## src/rtl/pipelined_controller_pkg.sv

```systemverilog
// Shared decode constants and per-stage control word types for the pipelined MIPS controller.
package pipe_ctrl_pkg;

    localparam logic [5:0] OP_RTYPE = 6'b000000;
    localparam logic [5:0] OP_LW    = 6'b100011;
    localparam logic [5:0] OP_SW    = 6'b101011;
    localparam logic [5:0] OP_BEQ   = 6'b000100;
    localparam logic [5:0] OP_ADDI  = 6'b001000;
    localparam logic [5:0] OP_J     = 6'b000010;
    localparam logic [5:0] OP_ANDI  = 6'b001100;
    localparam logic [5:0] OP_ORI   = 6'b001101;
    localparam logic [5:0] OP_SLTI  = 6'b001010;

    localparam logic [5:0] FN_ADD = 6'b100000;
    localparam logic [5:0] FN_SUB = 6'b100010;
    localparam logic [5:0] FN_AND = 6'b100100;
    localparam logic [5:0] FN_OR  = 6'b100101;
    localparam logic [5:0] FN_SLT = 6'b101010;

    localparam int unsigned ALU_CODE_W = 3;

    localparam logic [ALU_CODE_W-1:0] ALU_ADD = 3'b010;
    localparam logic [ALU_CODE_W-1:0] ALU_SUB = 3'b110;
    localparam logic [ALU_CODE_W-1:0] ALU_AND = 3'b000;
    localparam logic [ALU_CODE_W-1:0] ALU_OR  = 3'b001;
    localparam logic [ALU_CODE_W-1:0] ALU_SLT = 3'b111;

    typedef struct packed {
        logic                  regwrite;
        logic                  memtoreg;
        logic                  memwrite;
        logic                  alusrc;
        logic                  regdst;
        logic                  zeroext;
        logic [ALU_CODE_W-1:0] alucontrol;
        logic                  valid;
    } ctrl_t;

    localparam ctrl_t CTRL_BUBBLE = '0;

    // Later stages only carry the fields they still consume.
    typedef struct packed {
        logic regwrite;
        logic memtoreg;
        logic memwrite;
        logic valid;
    } mem_ctrl_t;

    typedef struct packed {
        logic regwrite;
        logic memtoreg;
        logic valid;
    } wb_ctrl_t;

endpackage

```

## src/rtl/pipelined_controller_if.sv

```systemverilog
// Decode inputs, hazard controls and per-stage control outputs of the pipelined controller.
interface pipe_ctrl_if #(
    parameter int unsigned ALUCTRL_W    = 3,
    parameter int unsigned RETIRE_CNT_W = 16
);
    logic [5:0]              opcodeD;
    logic [5:0]              functD;
    logic                    stallE;
    logic                    flushE;
    logic                    branchD;
    logic                    jumpD;
    logic                    illegalD;
    logic                    regwriteE;
    logic                    regwriteM;
    logic                    regwriteW;
    logic                    memtoregE;
    logic                    memtoregM;
    logic                    memtoregW;
    logic                    memwriteE;
    logic                    memwriteM;
    logic                    alusrcE;
    logic                    regdstE;
    logic                    zeroextE;
    logic [ALUCTRL_W-1:0]    alucontrolE;
    logic                    validW;
    logic [RETIRE_CNT_W-1:0] retire_cnt;

    modport master (
        output opcodeD, functD, stallE, flushE,
        input  branchD, jumpD, illegalD, regwriteE, regwriteM, regwriteW,
               memtoregE, memtoregM, memtoregW, memwriteE, memwriteM, alusrcE,
               regdstE, zeroextE, alucontrolE, validW, retire_cnt
    );

    modport slave (
        input  opcodeD, functD, stallE, flushE,
        output branchD, jumpD, illegalD, regwriteE, regwriteM, regwriteW,
               memtoregE, memtoregM, memtoregW, memwriteE, memwriteM, alusrcE,
               regdstE, zeroextE, alucontrolE, validW, retire_cnt
    );
endinterface

```

## src/rtl/pipelined_controller_decode.sv

```systemverilog
// Combinational opcode/funct decoder producing the control word, branch, jump and illegal flags.
// PIPECTRL_IMM_LOGIC_EN adds andi/ori/slti; otherwise they decode as illegal.
module ctrl_decode
    import pipe_ctrl_pkg::*;
(
    input  logic [5:0] opcode_i,
    input  logic [5:0] funct_i,
    output ctrl_t      ctrl_o,
    output logic       branch_o,
    output logic       jump_o,
    output logic       illegal_o
);

    ctrl_t ctrl;
    logic  illegal;

    always_comb begin
        ctrl     = CTRL_BUBBLE;
        branch_o = 1'b0;
        jump_o   = 1'b0;
        illegal  = 1'b0;
        case (opcode_i)
            OP_RTYPE: begin
                ctrl.regwrite = 1'b1;
                ctrl.regdst   = 1'b1;
                case (funct_i)
                    FN_ADD:  ctrl.alucontrol = ALU_ADD;
                    FN_SUB:  ctrl.alucontrol = ALU_SUB;
                    FN_AND:  ctrl.alucontrol = ALU_AND;
                    FN_OR:   ctrl.alucontrol = ALU_OR;
                    FN_SLT:  ctrl.alucontrol = ALU_SLT;
                    default: illegal = 1'b1;
                endcase
            end
            OP_LW: begin
                ctrl.regwrite   = 1'b1;
                ctrl.alusrc     = 1'b1;
                ctrl.memtoreg   = 1'b1;
                ctrl.alucontrol = ALU_ADD;
            end
            OP_SW: begin
                ctrl.alusrc     = 1'b1;
                ctrl.memwrite   = 1'b1;
                ctrl.alucontrol = ALU_ADD;
            end
            OP_BEQ: begin
                branch_o        = 1'b1;
                ctrl.alucontrol = ALU_SUB;
            end
            OP_ADDI: begin
                ctrl.regwrite   = 1'b1;
                ctrl.alusrc     = 1'b1;
                ctrl.alucontrol = ALU_ADD;
            end
            OP_J: jump_o = 1'b1;
`ifdef PIPECTRL_IMM_LOGIC_EN
            OP_ANDI: begin
                ctrl.regwrite   = 1'b1;
                ctrl.alusrc     = 1'b1;
                ctrl.zeroext    = 1'b1;
                ctrl.alucontrol = ALU_AND;
            end
            OP_ORI: begin
                ctrl.regwrite   = 1'b1;
                ctrl.alusrc     = 1'b1;
                ctrl.zeroext    = 1'b1;
                ctrl.alucontrol = ALU_OR;
            end
            OP_SLTI: begin
                ctrl.regwrite   = 1'b1;
                ctrl.alusrc     = 1'b1;
                ctrl.alucontrol = ALU_SLT;
            end
`endif
            default: illegal = 1'b1;
        endcase
        // Illegal encodings travel down the pipe as uncounted NOPs.
        if (illegal) begin
            ctrl = CTRL_BUBBLE;
        end else begin
            ctrl.valid = 1'b1;
        end
    end

    assign ctrl_o    = ctrl;
    assign illegal_o = illegal;

endmodule

```

## src/rtl/pipelined_controller.sv

```systemverilog
// Decode-stage MIPS controller carrying its control word through E/M/W and counting retirements.
// PIPECTRL_IMM_LOGIC_EN (in ctrl_decode) enables andi/ori/slti; ports are identical either way.
module pipelined_controller
    import pipe_ctrl_pkg::*;
#(
    parameter int unsigned ALUCTRL_W    = 3,
    parameter int unsigned RETIRE_CNT_W = 16
) (
    input logic        clk,
    input logic        reset,
    pipe_ctrl_if.slave bus
);

    ctrl_t                   dec_ctrl;
    ctrl_t                   e_d, e_q;
    mem_ctrl_t               m_d, m_q;
    wb_ctrl_t                w_d, w_q;
    logic [RETIRE_CNT_W-1:0] cnt_d, cnt_q;

    ctrl_decode u_decode (
        .opcode_i  (bus.opcodeD),
        .funct_i   (bus.functD),
        .ctrl_o    (dec_ctrl),
        .branch_o  (bus.branchD),
        .jump_o    (bus.jumpD),
        .illegal_o (bus.illegalD)
    );

    always_comb begin
        e_d = e_q;
        if (bus.flushE) begin
            e_d = CTRL_BUBBLE;
        end else if (!bus.stallE) begin
            e_d = dec_ctrl;
        end

        // A stalled E stage leaves nothing to hand on, so M takes a bubble.
        m_d = '{regwrite: e_q.regwrite, memtoreg: e_q.memtoreg,
                memwrite: e_q.memwrite, valid: e_q.valid};
        if (bus.stallE) begin
            m_d = '0;
        end

        w_d = '{regwrite: m_q.regwrite, memtoreg: m_q.memtoreg, valid: m_q.valid};

        cnt_d = cnt_q;
        if (w_q.valid) begin
            cnt_d = cnt_q + RETIRE_CNT_W'(1);
        end
    end

    always_ff @(posedge clk) begin
        if (reset) begin
            e_q   <= CTRL_BUBBLE;
            m_q   <= '0;
            w_q   <= '0;
            cnt_q <= '0;
        end else begin
            e_q   <= e_d;
            m_q   <= m_d;
            w_q   <= w_d;
            cnt_q <= cnt_d;
        end
    end

    assign bus.regwriteE   = e_q.regwrite;
    assign bus.memtoregE   = e_q.memtoreg;
    assign bus.memwriteE   = e_q.memwrite;
    assign bus.alusrcE     = e_q.alusrc;
    assign bus.regdstE     = e_q.regdst;
    assign bus.zeroextE    = e_q.zeroext;
    assign bus.alucontrolE = ALUCTRL_W'(e_q.alucontrol);
    assign bus.regwriteM   = m_q.regwrite;
    assign bus.memtoregM   = m_q.memtoreg;
    assign bus.memwriteM   = m_q.memwrite;
    assign bus.regwriteW   = w_q.regwrite;
    assign bus.memtoregW   = w_q.memtoreg;
    assign bus.validW      = w_q.valid;
    assign bus.retire_cnt  = cnt_q;

endmodule

```

## src/flat_wrapper.sv

```systemverilog
// flat-port wrapper written by rule: the top's interface ports become plain ports
module pipelined_controller_flat import pipe_ctrl_pkg::*;
#(
    parameter int unsigned ALUCTRL_W    = 3,
    parameter int unsigned RETIRE_CNT_W = 16
)
  (clk, reset, bus_opcodeD, bus_functD, bus_stallE, bus_flushE, bus_branchD, bus_jumpD, bus_illegalD, bus_regwriteE, bus_regwriteM, bus_regwriteW, bus_memtoregE, bus_memtoregM, bus_memtoregW, bus_memwriteE, bus_memwriteM, bus_alusrcE, bus_regdstE, bus_zeroextE, bus_alucontrolE, bus_validW, bus_retire_cnt);
  pipe_ctrl_if #(.ALUCTRL_W(ALUCTRL_W), .RETIRE_CNT_W(RETIRE_CNT_W)) bus_i ();
  input logic clk;
  input logic reset;
  input wire logic [$bits(bus_i.opcodeD)-1:0] bus_opcodeD;
  input wire logic [$bits(bus_i.functD)-1:0] bus_functD;
  input wire logic [$bits(bus_i.stallE)-1:0] bus_stallE;
  input wire logic [$bits(bus_i.flushE)-1:0] bus_flushE;
  output wire logic [$bits(bus_i.branchD)-1:0] bus_branchD;
  output wire logic [$bits(bus_i.jumpD)-1:0] bus_jumpD;
  output wire logic [$bits(bus_i.illegalD)-1:0] bus_illegalD;
  output wire logic [$bits(bus_i.regwriteE)-1:0] bus_regwriteE;
  output wire logic [$bits(bus_i.regwriteM)-1:0] bus_regwriteM;
  output wire logic [$bits(bus_i.regwriteW)-1:0] bus_regwriteW;
  output wire logic [$bits(bus_i.memtoregE)-1:0] bus_memtoregE;
  output wire logic [$bits(bus_i.memtoregM)-1:0] bus_memtoregM;
  output wire logic [$bits(bus_i.memtoregW)-1:0] bus_memtoregW;
  output wire logic [$bits(bus_i.memwriteE)-1:0] bus_memwriteE;
  output wire logic [$bits(bus_i.memwriteM)-1:0] bus_memwriteM;
  output wire logic [$bits(bus_i.alusrcE)-1:0] bus_alusrcE;
  output wire logic [$bits(bus_i.regdstE)-1:0] bus_regdstE;
  output wire logic [$bits(bus_i.zeroextE)-1:0] bus_zeroextE;
  output wire logic [$bits(bus_i.alucontrolE)-1:0] bus_alucontrolE;
  output wire logic [$bits(bus_i.validW)-1:0] bus_validW;
  output wire logic [$bits(bus_i.retire_cnt)-1:0] bus_retire_cnt;
  assign bus_i.opcodeD = bus_opcodeD;
  assign bus_i.functD = bus_functD;
  assign bus_i.stallE = bus_stallE;
  assign bus_i.flushE = bus_flushE;
  assign bus_branchD = bus_i.branchD;
  assign bus_jumpD = bus_i.jumpD;
  assign bus_illegalD = bus_i.illegalD;
  assign bus_regwriteE = bus_i.regwriteE;
  assign bus_regwriteM = bus_i.regwriteM;
  assign bus_regwriteW = bus_i.regwriteW;
  assign bus_memtoregE = bus_i.memtoregE;
  assign bus_memtoregM = bus_i.memtoregM;
  assign bus_memtoregW = bus_i.memtoregW;
  assign bus_memwriteE = bus_i.memwriteE;
  assign bus_memwriteM = bus_i.memwriteM;
  assign bus_alusrcE = bus_i.alusrcE;
  assign bus_regdstE = bus_i.regdstE;
  assign bus_zeroextE = bus_i.zeroextE;
  assign bus_alucontrolE = bus_i.alucontrolE;
  assign bus_validW = bus_i.validW;
  assign bus_retire_cnt = bus_i.retire_cnt;
  pipelined_controller #(.ALUCTRL_W(ALUCTRL_W), .RETIRE_CNT_W(RETIRE_CNT_W)) u_core (.clk(clk), .reset(reset), .bus(bus_i));
endmodule
```

## config.mk

```make
export PLATFORM = sky130hd
export DESIGN_NAME = pipelined_controller_flat
export DESIGN_NICKNAME = d
export VERILOG_FILES = /design/src/rtl/pipelined_controller_pkg.sv /design/src/rtl/pipelined_controller_if.sv /design/src/rtl/pipelined_controller_decode.sv /design/src/rtl/pipelined_controller.sv /design/src/flat_wrapper.sv
export SDC_FILE = /design/constraint.sdc
export NUM_CORES = 1
export LEC_CHECK = 0
export ABC_AREA = 1
export CAP_MARGIN = 20
export CORE_MARGIN = 3
export CORE_UTILIZATION = 45
export DETAILED_ROUTE_END_ITERATION = 16
export PLACE_DENSITY = 0.89
export SLEW_MARGIN = 30
export SYNTH_ARGS = -nofsm -noshare
export SYNTH_HDL_FRONTEND = slang
export SYNTH_HIERARCHICAL = 1
export SYNTH_SLANG_ARGS = --single-unit
```

## constraint.sdc

```tcl
create_clock -name clk -period 3.5 [get_ports clk]
set_input_delay 0.35 -clock clk [delete_from_list [all_inputs] [get_ports clk]]
set_output_delay 0.35 -clock clk [all_outputs]
set_load 0.01 [all_outputs]
```

---- Word-level counts from Yosys, hierarchy flattened ----
Cells that the tools add are included.
operators by class
  equality and inequality tests ........... 10
  reductions and logical operators ........ 7
  $add $sub $neg .......................... 1
  multiplexer cells ....................... 13
operators with widths
  operator                 count
  $eq A6 B6 Y1 const B     7
  $add A16 B1 Y16 const B  1
  $pmux W3 S4              1
  $reduce_or A5 Y1         2
  $mux W1                  9
  $mux W9                  1
  $pmux W3 S3              1
  $eq A6 B2 Y1 const B     1
  $eq A6 B3 Y1 const B     1
  $eq A6 B4 Y1 const B     1
  $logic_not A6 Y1         1
  $reduce_or A3 Y1         2
  $reduce_or A2 Y1         2
  $pmux W1 S2              1
word-level totals
  word-level logic and storage cells ...... 47
  output and inout bits ................... 34
  bits of input ports ..................... 16
  bits in registers ....................... 33

---- Longest topological paths before layout ----
  depth in word-level cells ............... 5
  gate-level depth with buffers ........... 10
  gate-level depth less buffers ........... 10

---- Modules after synthesis ----
Netlist, hierarchy kept.
by module, submodules not included
  module                cells an instance  times used  sequential area each (µm²)  area each (µm²)
  pipelined_controller  173                1           660.6                       1397.6
  ctrl_decode           59                 1           0.0                         315.3

---- Worst setup path before layout ----
OpenSTA, ideal clock, no wires.
  path kind ............................... input port to output port
  start point ............................. in bus_opcodeD[3]
  end point ............................... out bus_illegalD
  stages .................................. 5
  path buffers ............................ 0
  data required time ...................... 3.150 ns
  arrival ................................. 0.908 ns
  path slack .............................. 2.242 ns
  cells stage by stage .................... nor2_1 > nand3_2 > clkinv_2 > nand3_2 > nand2_4
on the way
  word-level cells in the longest chain between the ends .. 3
  elaborated cells on any way between the ends .. 8
  classes of those cells .................. eq/ne (5); mux (1); reduce/logical (2)
ends and longest elaborated chain
  element                               line                               text
  start, declared                       flat_wrapper.sv:11                 input wire logic [$bits(bus_i.opcodeD)-1:0] bus_opcodeD;
  $eq A6 B6 Y1 (tied with other cells)  pipelined_controller_decode.sv:22  case (opcode_i)
  $reduce_or A5 Y1 (no source line)     --
  $pmux W1 S2 *                         pipelined_controller_decode.sv:22
  end, declared                         flat_wrapper.sv:17                 output wire logic [$bits(bus_i.illegalD)-1:0] bus_illegalD;
Every way passes the cells marked *; elsewhere a longest branch is shown, timed or not.

---- Worst setup path after layout ----
  start point ............................. in bus_opcodeD[1]
  end point ............................... out bus_illegalD
The elaborated chain is that of the path after synthesis.

==> impl_results.md <==
- Outcome: finished clean
- Longest Clk Path Bufs: 2
- Worst VDD drop: 213 uV
- Via/cell ratio: 4.80
- Most frequent cells in the layout: 49 x clkdlybuf4s50_1, 40 x nand2_1, 38 x nor2_1
- Period minus WS final: 2.39 ns
- Hold_ws: 0.401 ns
- Share of cells above drive strength 1: 12.1%
- Clock-pin slew on the worst setup and hold paths: 0.06 ns
- Hpwl dp: 2.77 mm
- Power Density: 326 nW/um2
- Post-CTS setup buffer count: 0
- Ports: 50
- Grt total ovfl: 0
- Crit path depth: 7
- Top-area cell type share of the netlist area: 38.6%
- Largest net degree at the start of global routing: 16
- Htree depth: 2
- Worst Hold Launch: u_core/m_q[0]$_SDFF_PP0_
- Synth warn: 6
- Synth cell types: 30
- Final nets: 297
- Crit path max-delay cell type: clkdlybuf4s50_1
- Iter 0 DRT Violations: 75
- I/O Buffers: 49
- Setup crit end: bus_illegalD
- CTS tree: yes
- Total negative slack: 0 ns
- GRT Overall Usage: 16.5%
- Delay-heaviest family, CP: buffers and inverters
- Sink Count: 33
- Setup violators final: 0
- Post-route setup slack: 1.11 ns
- Die span in y: 67.7 um
- Worst Reg-to-Reg Cells: 7
- Synthesized Nets: 249
- Post-place setup slack: 1.11 ns
- Hold buffer count at cts: 0
- First-pass GRT wire length: 5.75 mm
- Design Power: 0.754 mW
- Crit-path cells: clkdlybuf4s50_1 > nor2_4 > nand3_2 > clkinv_2 > nand3_2 > nand2_4 > clkdlybuf4s50_1
- Num CTS Buffers: 5
- Initial antenna violation count: 0
- CP startpoint: bus_opcodeD[1]
- Worst r2r dst: u_core/bus.retire_cnt[10]$_SDFFE_PP0P_
- Hold Crit Class: flop to flop
- Total of max-cap violations: 0
- Final ANT Viol Nets: 0
- DIE WIDTH: 67.7 um
- Clock Skews: 0.00274 ns
- Detailed Routing Iterations Pass 1: 4
- Final hold vios: 0
- Slowest stage delay, CP: 0.54 ns
- Max Fclk: 418 MHz
- Via Count: 1571
- Worst EP arrival: 2.04 ns
- R2r setup slk: 2.21 ns
- Cell taking the most area after synthesis: dfxtp_1
- Crit path required time: 3.15 ns
- RR Startpoint: u_core/bus.retire_cnt[0]$_SDFFE_PP0P_
- Number of synthesized register bits: 33
- Residual DRC: 0
- Fin crit share: 68.3%
- WP buf/inv: 3
- Cells taking the most area after synthesis: dfxtp_1 39%, nand2_1 8.8%, nor2_1 8.3%
- RSZ-0062 raised after global routing: no
- Row Count: 21
- Post-Route WL: 3.51 mm
- Core area: 3490 um2
- Die ar.: 4580 um2
- Post-Syn Area per Cell: 7.38 um2
- Post-Syn Instances: 232
- Antenna cell count: 0
- Synth Cell Area: 1710 um2
- Fin area: 2310 um2
- Vias in the first global route: 1432
- Synthesis-to-layout area growth: 35.0%
- LEAKAGE: 0.994 nW
- Starting Density: 49.0%
- # resized after CTS: 0
- Slew Viols, Final: 0
- CTS root buf: clkbuf_8
- CP max FO: 5
- Area post-placement: 2210 um2
- Worst Hold Depth: 2
- Worst-skew pair later-pin latency: 0.28 ns
- Critical path type: input pin to output pin
- Sequential element share of the synthesized area: 38.6%
- Routed len/inst: 10.7 um
- CP Capture Type: output pin
- Startpoint Class: input pin
- Final Wtd Congestion: 0.776
- Largest register FFs: 16
- Most common cell after layout, fill and taps aside: clkdlybuf4s50_1
[cell type report]
class	instances	area, um2
flip-flops and latches	33	661
fillers	310	1180
well taps	46	57.6
clock inverters	1	5.00
multi-input cells	155	866
inverters	36	136
clock buffers	7	96.3
repair buffers	49	490
[through the flow]
step           util, %  cells
2_1_floorplan        -    232
3_3_place_gp      63.3    319
3_5_place_dp      63.3    319
4_1_cts           66.2    327
5_1_grt           66.2    327
6_report          66.2    327
[cell families (layout without fill, tap and decap cells)]
kind of cell,Yosys count,in the layout,synth area share (%)
other cells,1,1,0.219
buf+inv,44,93,10.9
fa+ha+maj,1,1,0.730
flops,33,33,38.6
simple gates,121,121,39.0
compound gates,29,29,9.06
xor+xnor,3,3,1.53
[worst reg2reg max path, cell delays in order, from the launching register on]
cell	delay, ns
dfxtp_1	0.38
ha_1	0.18
nand2_2	0.08
nor2_4	0.17
nand2_4	0.08
nor2_4	0.10
nand2_1	0.05
and3_1	0.14
[layer usage]
layer  routed length (um)  vias to the layer above  share of wire [%]  global-route usage [%]
li1                     -                      821                  -                       -
met1                 1370                      697                 39                    15.8
met2                 1830                       49                 52                    32.2
met3                  274                        4                7.8                    6.16
met4                   35                        0                1.0                    4.56
met5                    0                        -                  0                       0
[where the power goes]
group          total, mW  switching, mW  internal [mW]
combinational     0.0623         0.0330         0.0292
clock              0.311          0.134          0.178
sequential         0.380        0.00147          0.378
total              0.754          0.168          0.585
[cell usage after synthesis (all sizes together)]
cell type	number
a211oi	3
a21oi	17
and3	1
buf	6
clkbuf	2
clkinv	1
conb	1
dfxtp	33
ha	1
inv	35
nand2	47
nand3	15
nand3b	1
nand4	5
nor2	48
nor3	1
nor3b	3
o21ai	8
o31ai	1
xor2	3
[how the worst min path moves through the flow]
stage	endpoint	slack (ns)
after global placement	u_core/bus.validW$_SDFF_PP0_	0.39
after global routing	u_core/bus.validW$_SDFF_PP0_	0.43
after floorplan	u_core/bus.validW$_SDFF_PP0_	0.39
after detailed placement	u_core/bus.validW$_SDFF_PP0_	0.40
final	u_core/bus.validW$_SDFF_PP0_	0.40
after CTS	u_core/bus.validW$_SDFF_PP0_	0.41
No activity file was read; power rests on OpenSTA's default activity.
